[src/rtl/mem_access_stage.sv]
// Memory-access pipeline stage: req/ready data-memory handshake, upstream stall, PC redirect, writeback register.
// Optional macro MEM_STAGE_TIMEOUT_EN abandons a request after TIMEOUT_CYCLES wait cycles.
module mem_access_stage #(
  parameter int DATA_W         = 16,
  parameter int TIMEOUT_CYCLES = 15
) (
  input  logic              clk,
  input  logic              rst,
  input  logic [DATA_W-1:0] aluIn,
  input  logic [DATA_W-1:0] storeDataIn,
  input  logic [DATA_W-1:0] setValIn,
  input  logic [DATA_W-1:0] nextPcIn,
  input  logic [DATA_W-1:0] jumpPcIn,
  input  logic              doBranchIn,
  input  logic              memEnIn,
  input  logic              memWrtIn,
  input  logic              regWrtIn,
  input  logic              haltIn,
  input  logic              errIn,
  input  logic [2:0]        regWrtSrcIn,
  input  logic [2:0]        writeRegIn,
  output logic              memReq,
  output logic              memWr,
  output logic [DATA_W-1:0] memAddr,
  output logic [DATA_W-1:0] memWrData,
  input  logic              memReady,
  input  logic [DATA_W-1:0] memRdData,
  output logic              stall,
  output logic              pcRedirect,
  output logic [DATA_W-1:0] pcTarget,
  output logic [DATA_W-1:0] memDataOut,
  output logic [DATA_W-1:0] aluOut,
  output logic [DATA_W-1:0] setValOut,
  output logic [DATA_W-1:0] nextPcOut,
  output logic              regWrtOut,
  output logic              haltOut,
  output logic              errOut,
  output logic [2:0]        regWrtSrcOut,
  output logic [2:0]        writeRegOut
);

  typedef enum logic {IDLE, WAIT} state_t;

  state_t            state_reg;
  logic              halted_reg;
  logic [DATA_W-1:0] hold_addr_reg;
  logic [DATA_W-1:0] hold_data_reg;
  logic [DATA_W-1:0] hold_set_reg;
  logic [DATA_W-1:0] hold_npc_reg;
  logic              hold_wr_reg;
  logic              hold_regwrt_reg;
  logic              hold_halt_reg;
  logic              hold_err_reg;
  logic [2:0]        hold_src_reg;
  logic [2:0]        hold_wreg_reg;

  logic misalign;
  logic access;
  logic complete;
  logic abort;

  assign misalign = memEnIn & aluIn[0];
  assign access   = memEnIn & ~halted_reg & ~misalign;

`ifdef MEM_STAGE_TIMEOUT_EN
  localparam int CNT_W = $clog2(TIMEOUT_CYCLES + 1);
  logic [CNT_W-1:0] wait_cnt_reg;

  always_ff @(posedge clk) begin
    if (!rst) begin
      wait_cnt_reg <= '0;
    end else if (state_reg == WAIT && !complete && !abort) begin
      wait_cnt_reg <= wait_cnt_reg + CNT_W'(1);
    end else begin
      wait_cnt_reg <= '0;
    end
  end

  assign abort = (state_reg == WAIT) && (wait_cnt_reg == CNT_W'(TIMEOUT_CYCLES));
`else
  assign abort = 1'b0;
`endif

  // In WAIT the request is driven purely from the hold registers.
  always_comb begin
    memReq    = 1'b0;
    memWr     = memWrtIn;
    memAddr   = aluIn;
    memWrData = storeDataIn;
    if (state_reg == WAIT) begin
      memReq    = ~abort;
      memWr     = hold_wr_reg;
      memAddr   = hold_addr_reg;
      memWrData = hold_data_reg;
    end else begin
      memReq    = access;
    end
  end

  assign stall      = memReq & ~memReady;
  assign complete   = memReq & memReady;
  assign pcRedirect = doBranchIn & ~stall & ~halted_reg;
  assign pcTarget   = jumpPcIn;

  always_ff @(posedge clk) begin
    if (!rst) begin
      state_reg       <= IDLE;
      halted_reg      <= 1'b0;
      hold_addr_reg   <= '0;
      hold_data_reg   <= '0;
      hold_set_reg    <= '0;
      hold_npc_reg    <= '0;
      hold_wr_reg     <= 1'b0;
      hold_regwrt_reg <= 1'b0;
      hold_halt_reg   <= 1'b0;
      hold_err_reg    <= 1'b0;
      hold_src_reg    <= '0;
      hold_wreg_reg   <= '0;
    end else begin
      case (state_reg)
        IDLE: begin
          if (stall) begin
            state_reg       <= WAIT;
            hold_addr_reg   <= aluIn;
            hold_data_reg   <= storeDataIn;
            hold_set_reg    <= setValIn;
            hold_npc_reg    <= nextPcIn;
            hold_wr_reg     <= memWrtIn;
            hold_regwrt_reg <= regWrtIn;
            hold_halt_reg   <= haltIn;
            hold_err_reg    <= errIn;
            hold_src_reg    <= regWrtSrcIn;
            hold_wreg_reg   <= writeRegIn;
          end else if (haltIn) begin
            halted_reg <= 1'b1;
          end
        end
        WAIT: begin
          if (complete || abort) begin
            state_reg <= IDLE;
          end
          // An abandoned access never retires, so its halt is not honoured.
          if (complete && hold_halt_reg) begin
            halted_reg <= 1'b1;
          end
        end
        default: state_reg <= IDLE;
      endcase
    end
  end

  always_ff @(posedge clk) begin
    if (!rst) begin
      memDataOut   <= '0;
      aluOut       <= '0;
      setValOut    <= '0;
      nextPcOut    <= '0;
      regWrtOut    <= 1'b0;
      haltOut      <= 1'b0;
      errOut       <= 1'b0;
      regWrtSrcOut <= '0;
      writeRegOut  <= '0;
    end else if (stall) begin
      regWrtOut <= 1'b0;
      haltOut   <= 1'b0;
      errOut    <= 1'b0;
    end else if (abort) begin
      regWrtOut <= 1'b0;
      haltOut   <= 1'b0;
      errOut    <= 1'b1;
    end else if (state_reg == WAIT) begin
      aluOut       <= hold_addr_reg;
      setValOut    <= hold_set_reg;
      nextPcOut    <= hold_npc_reg;
      regWrtOut    <= hold_regwrt_reg;
      haltOut      <= hold_halt_reg;
      errOut       <= hold_err_reg;
      regWrtSrcOut <= hold_src_reg;
      writeRegOut  <= hold_wreg_reg;
      if (!hold_wr_reg) begin
        memDataOut <= memRdData;
      end
    end else begin
      aluOut       <= aluIn;
      setValOut    <= setValIn;
      nextPcOut    <= nextPcIn;
      regWrtOut    <= regWrtIn & ~misalign & ~halted_reg;
      haltOut      <= haltIn;
      errOut       <= errIn | misalign;
      regWrtSrcOut <= regWrtSrcIn;
      writeRegOut  <= writeRegIn;
      if (access && !memWrtIn) begin
        memDataOut <= memRdData;
      end
    end
  end

endmodule

[config.mk]
export PLATFORM = sky130hd
export DESIGN_NAME = mem_access_stage
export DESIGN_NICKNAME = d
export VERILOG_FILES = /design/src/rtl/mem_access_stage.sv
export SDC_FILE = /design/constraint.sdc
export NUM_CORES = 1
export LEC_CHECK = 0
export BUFFER_PORTS_ARGS = -buffer_cell sky130_fd_sc_hd__buf_2
export CAP_MARGIN = 20
export CORE_MARGIN = 2
export CORE_UTILIZATION = 29
export CTS_CLUSTER_DIAMETER = 50
export DETAILED_ROUTE_END_ITERATION = 10
export HOLD_SLACK_MARGIN = 0.15
export PLACE_DENSITY = 0.65
export RECOVER_POWER = 25
export SYNTH_ARGS = -nofsm -noshare
export SYNTH_HDL_FRONTEND = slang
export SYNTH_SLANG_ARGS = --single-unit
[constraint.sdc]
create_clock -name clk -period 1.75 [get_ports clk]
set_input_delay 0.0875 -clock clk [delete_from_list [all_inputs] [get_ports clk]]
set_output_delay 0.0875 -clock clk [all_outputs]
set_load 0.02 [all_outputs]
==> results of run 1 <==
worst reg2reg max path, cell delays in order (launching register included):
cell and delay (ns):
dfxtp_1 0.30, or3b_4 0.44, a211oi_4 0.36, buf_12 0.27
o2bb2ai_1 0.17
cell families (layout without fill, tap and decap cells):
kind of cell	count (synthesis)	after routing
muxes	88	88
and+or+nand+nor	119	119
buffers and inverters	101	372
DFF	149	149
AOI/OAI and AO/OA	208	208
placed cells by master (no fill, tap or decap), types with 2 or more instances in the layout:
cell,Yosys,layout
buf_2,6,154
dfxtp_1,149,148
dlygate4sd3_1,0,92
a21oi_1,76,75
nand3_1,73,73
o21ai_0,74,71
mux2i_1,71,65
clkbuf_1,44,54
o2bb2ai_1,44,44
nand2_1,38,38
clkbuf_16,0,19
inv_1,20,18
mux2_2,17,15
buf_4,16,15
o2bb2ai_2,10,10
buf_12,0,7
mux2i_2,0,5
o21ai_1,0,3
clkinv_2,0,3
mux2_4,0,2
clkinvlp_4,0,2
a211oi_4,2,2
nor2_1,3,2
clkbuf_8,0,2
buf_16,0,2
worst paths after layout:
check / from / endpoint / slack, ns / cells after the start
worst max-delay path: flop / memAddr[13] / 0.05 / 4
worst min-delay path: jumpPcIn[11] / pcTarget[11] / 0.18 / 0
worst max register to register: halted_reg / nextPcOut[8] / 0.12 / 4
worst min register to register: aluOut[10] / aluOut[10] / 0.46 / 1
per-layer routing:
metal | vias to the layer above | GRT usage [%] | part of all wire (%)
met2 | 167 | 26.1 | 47
met5 | - | 0 | 0
met3 | 15 | 3.77 | 5.1
met4 | 0 | 4.49 | 0.90
met1 | 2809 | 21.2 | 47
li1 | 2887 | - | -
report_power, final:
| part | switching (mW) | internal (mW) |
|---|---|---|
| Combinational | 0.833 | 0.575 |
| Clock | 1.37 | 2.00 |
| Sequential | 0.101 | 3.58 |
repair_timing:
| item | 4_1_cts | 5_1_grt |
|---|---|---|
| gates resized for setup | 6 | 12 |
| endpoints found under the hold margin | 147 | 0 |
| endpoints found under the setup margin | 23 | 34 |
| hold buffers | 92 | 0 |
| buffers inserted | 0 | 7 |
| gates cloned | 0 | 2 |
cell type report:
cell class	instances	area share, %
timing repair buffer	323	24.8
multi-input combinational	415	31.7
tap	275	3.80
clock inverter	5	0.580
inverter	20	0.871
sequential	149	33.0
clock buffer	24	5.21
through the flow:
stage / power (mW) / hold WS [ns] / setup slack (ns)
2_1_floorplan: 4.52 / 0.230 / 0.00571
3_3_place_gp: 4.97 / 0.175 / 0.180
3_5_place_dp: 4.98 / 0.175 / 0.144
4_1_cts: 8.55 / 0.174 / -0.0440
5_1_grt: 8.82 / 0.175 / -0.0357
6_report: 8.46 / 0.175 / 0.0474
==> results.yml, run 1 <==
placed_design:
  dpl_cell_area_sq_mm: 0.00750
  gp_congestion: 0.713
  io_buffers: 203
  dpl.hpwl_mm: 11.0
  dp_cells: 1081
detailed_routing:
  vias: 5878
  drt_first_pass_iters: 4
  drc: 0
  vias_per_cell: 4.85
  drtAntennaViolNets: 0
  drt_wl_total_mm: 19.2
  drtIter0Drc: 263
  wl_per_cell_um: 15.9
timing:
  period_share_pct: 97.3
  setup_viol: 0
  rsz0062_at_grt: "true"
  max_freq_mhz: 587
  max_slew_margin_pct: 63.6
  final_hold_viol_count: 0
  setup_tns_ns: 0
  finClkSkew_ns: 0.0203
  maxSlewViolCount: 0
  min_period_ns: 1.70
  worstMarginPinSlew_ns: 0.546
logic_synthesis:
  yosysSeqAreaShare_pct: 47.4
  synth_edf_count: 0
  synth_compound_area_share_pct: 21.4
  synth_area_leaders: "dfxtp_1 47%, mux2i_1 11%, o2bb2ai_1 6.1%"
  muxShareOfSynthArea_pct: 14.3
  synth_most_common_cell: "dfxtp_1"
  yosysTopAreaCell: "dfxtp_1"
  syn_inst: 665
  avgSynthCellArea_sq_um: 9.46
  synth_ff_type: "dfxtp_1"
  ys_ff_latch: 149
  synthAdderAreaFrac_pct: 0
  synth_cell_types: 24
  synth_top_area_share_pct: 47.4
  syn-cell-area_sq_mm: 0.00629
  yosysWarnings: 0
  synth_top_family_by_area: "compound AO/OA/AOI/OAI gates"
  syn-num-nets: 776
  ys_top_cells_by_count: "149 x dfxtp_1, 76 x a21oi_1, 74 x o21ai_0"
  synthXorXnorAreaFrac_pct: 0
  async_reset_ff_share_pct: 0
  synth_simple_gate_area_share_pct: 8.91
finish:
  antenna_cells: 0
  layout.cells.non_filler: 1211
  finalInstanceArea_sq_mm: 0.00905
  fillers: 2074
  final_nets: 1037
  multi_input_area_sq_mm: 0.00287
  fin_util_pct: 42.8
  synthToLayoutAreaGrowth_pct: 43.9
  drive_gt1_share_pct: 26.7
  layout.area.seq_sq_mm: 0.00299
setup_path:
  endpoint_kind: "primary output"
  worstPathRequired_ns: 1.66
  path_delay_family: "flip-flops"
  critPathLaunchType: "flop"
  critPathArrivalTime_ns: 1.62
  cp_slowest_stage_delay_ns: 0.46
  crit_fanout: 19
  cp_cell_sequence: "buf_16 -> mux2i_2 -> inv_1 -> buf_2"
  worstSetupPathType: "flop to primary output"
  crit_buf_inv: 3
  cpMaxStageDelayCell: "dfxtp_4"
floorplanning:
  rows: 53
  pin_count: 236
  initial_core_util_pct: 29.7
  dieArea_sq_mm: 0.0229
  core_area_sq_mm: 0.0212
  die_w_um: 151
  die_h_um: 151
clocking:
  cts_root_buf: "clkbuf_16"
  cts_inserted_buffers: 17
  cts_buffer_depth: 2
  cts.sinks: 149
  path_clk_slew_ns: 0.06
  cts_tree: "done"
  clock_insertion_delay_worst_skew_ns: 0.41
  h-tree-depth: 4
global_route:
  grt_pass1_wl_mm: 28.9
  grt_pass1_vias: 5510
  grt_overflow: 0
  grt_max_degree: 52
  grtUsageTotal_pct: 16.0
  grt_antenna_before_repair: 0
pwr:
  power.density_mw_per_mm2: 935
  leakage_nw: 3.44
  vdd_drop_max_mv: 0.593
run_status:
  run_status: "completed"
worst_hold_path:
  hp-class: "input pin to primary output"
run:
  maxCapViolCount: 0
Power figures use the tool's default switching activity.
==> run 2: changes to the inputs <==
Settings changed: CELL_PAD_IN_SITES_DETAIL_PLACEMENT set to 0, CELL_PAD_IN_SITES_GLOBAL_PLACEMENT set to 2, PLACE_DENSITY 0.65 to 0.92.
Clock period 1.75 ns to 2.07 ns, I/O delays scaled along.
==> results.yml, run 2 (synthesized netlist as in run 1, its figures left out) <==
timing:
  min_period_ns: 1.92
  setup_tns_ns: 0
  max_freq_mhz: 521
  worst_slack_ns: 0.152
  worstMarginPinSlew_ns: 0.892
  maxSlewViolCount: 0
  rsz0062_at_grt: "false"
  finClkSkew_ns: 0.00875
  max_slew_margin_pct: 40.5
  setup_viol: 0
  period_share_pct: 92.7
  final_hold_viol_count: 0
  hold_ws_ns: 0.205
floorplanning:
  die_h_um: 151
  dieArea_sq_mm: 0.0229
  initial_core_util_pct: 29.7
  rows: 53
  core_area_sq_mm: 0.0212
  die_w_um: 151
  pin_count: 236
pwr:
  leakage_nw: 3.36
  power.density_mw_per_mm2: 845
  vdd_drop_max_mv: 0.459
clocking:
  cts_buffer_depth: 2
  postCtsSetupRepairBufs: 0
  cts_root_buf: "clkbuf_16"
  clock_insertion_delay_worst_skew_ns: 0.42
  cts_inserted_buffers: 17
  h-tree-depth: 4
  cts.sinks: 149
  cts_tree: "done"
  path_clk_slew_ns: 0.06
setup_path:
  worstPathRequired_ns: 1.97
  critPathLaunchType: "input pin"
  endpoint_kind: "primary output"
  cp_cell_sequence: "dlygate4sd3_1 -> buf_2 -> or3b_4 -> buf_4 -> nand2_1 -> buf_2"
  worstSetupPathType: "input pin to primary output"
  r2r_setup_slack_ns: 0.41
  cpMaxStageDelayCell: "dlygate4sd3_1"
  rr_endpoint: "memDataOut[9]"
  path_common_cell: "buf_2"
  cp_slowest_stage_delay_ns: 0.56
  crit_fanout: 33
  r2r_cells: 4
  critPathArrivalTime_ns: 1.81
detailed_routing:
  highest_layer: "met4"
  drt_first_pass_iters: 4
  wl_per_cell_um: 15.8
  wl_met3_mm: 1.11
  vias: 5815
  drc: 0
  drt_wl_total_mm: 19.0
  wl_met2_mm: 9.05
  wl_met1_mm: 8.51
  drtAntennaViolNets: 0
  drtIter0Drc: 219
  vias_per_cell: 4.84
placed_design:
  io_buffers: 203
  dpl.hpwl_mm: 11.3
  pre_cts_ws_ns: 0.421
  gp_congestion: 0.735
global_route:
  grt_antenna_before_repair: 1
  grt_max_degree: 75
  grt_pass1_wl_mm: 29.9
  grtUsageTotal_pct: 16.7
  grt_pass1_vias: 5781
  grt_overflow: 0
finish:
  layout.area.seq_sq_mm: 0.00299
  fillers: 2103
  synthToLayoutAreaGrowth_pct: 41.4
  fin_util_pct: 42.1
  drive_gt1_share_pct: 24.8
  layout.cells.most_common: "buf_2"
  final_cell_mix: "151 x buf_2, 148 x dfxtp_1, 93 x dlygate4sd3_1, 76 x a21oi_1, 74 x o21ai_0"
  multi_input_area_sq_mm: 0.00282
  final_nets: 1025
run_status:
  run_status: "completed"
worst_hold_path:
  min_path_cells: 3
  hp-class: "input pin to flop"
  worstHoldStart: "memReady"
run:
  maxCapViolCount: 0
==> run 2: worst max path at each step <==
stage               start  slack, ns        endpoint  cells past startpoint
3_5_place_dp   halted_reg       0.42   memDataOut[9]                      4
4_1_cts              flop       0.02     memAddr[14]                      4
2_1_floorplan  halted_reg       0.33  memDataOut[10]                      5
3_3_place_gp   halted_reg       0.46   memDataOut[1]                      4
6_report         aluIn[0]       0.15          memReq                      6
5_1_grt              flop       0.07     memAddr[14]                      4
==> run 2: area by class of cell <==
| type | count | share of cell area [%] |
|---|---|---|
| Sequential cell | 149 | 33.6 |
| Multi-Input combinational cell | 415 | 31.7 |
| Timing Repair Buffer | 311 | 23.0 |
| Clock buffer | 24 | 5.65 |
| Tap cell | 275 | 3.87 |
| Clock inverter | 7 | 1.32 |
| Inverter | 20 | 0.844 |
| Antenna cell | 1 | 0.0281 |
==> run 2: critical path, delay by kind of cell <==
family | cells | cell delay [ns]
simple gates | 2 | 0.55
buf+inv | 4 | 1.15
==> run 2: repair_timing <==
item	CTS	global route
hold endpoints to repair	148	0
setup endpoints to repair	0	6
hold buffers	93	0
gates resized for setup	0	1
==> run 2: routing by layer <==
layer / track usage (%) / vias to the layer above
met5: 0 / -
met4: 5.89 / 0
met3: 4.49 / 22
met2: 28.7 / 184
met1: 19.9 / 2748
li1: - / 2861
==> run 2: report_power, final <==
part	internal (mW)	switching, mW
Sequential	3.02	0.0881
Clock	2.06	1.22
Combinational	0.445	0.683
==> run 2: per-stage QoR <==
| step | instances | cell area, sq um | power [mW] |
|---|---|---|---|
| final | 1202 | 8900 | 7.52 |
| after detailed placement | 1077 | 7400 | 4.19 |
| after CTS | 1201 | 8960 | 7.65 |
| after global placement | 1077 | 7400 | 4.18 |
| after floorplan | 665 | 6290 | 3.82 |
| after global routing | 1202 | 8900 | 7.85 |
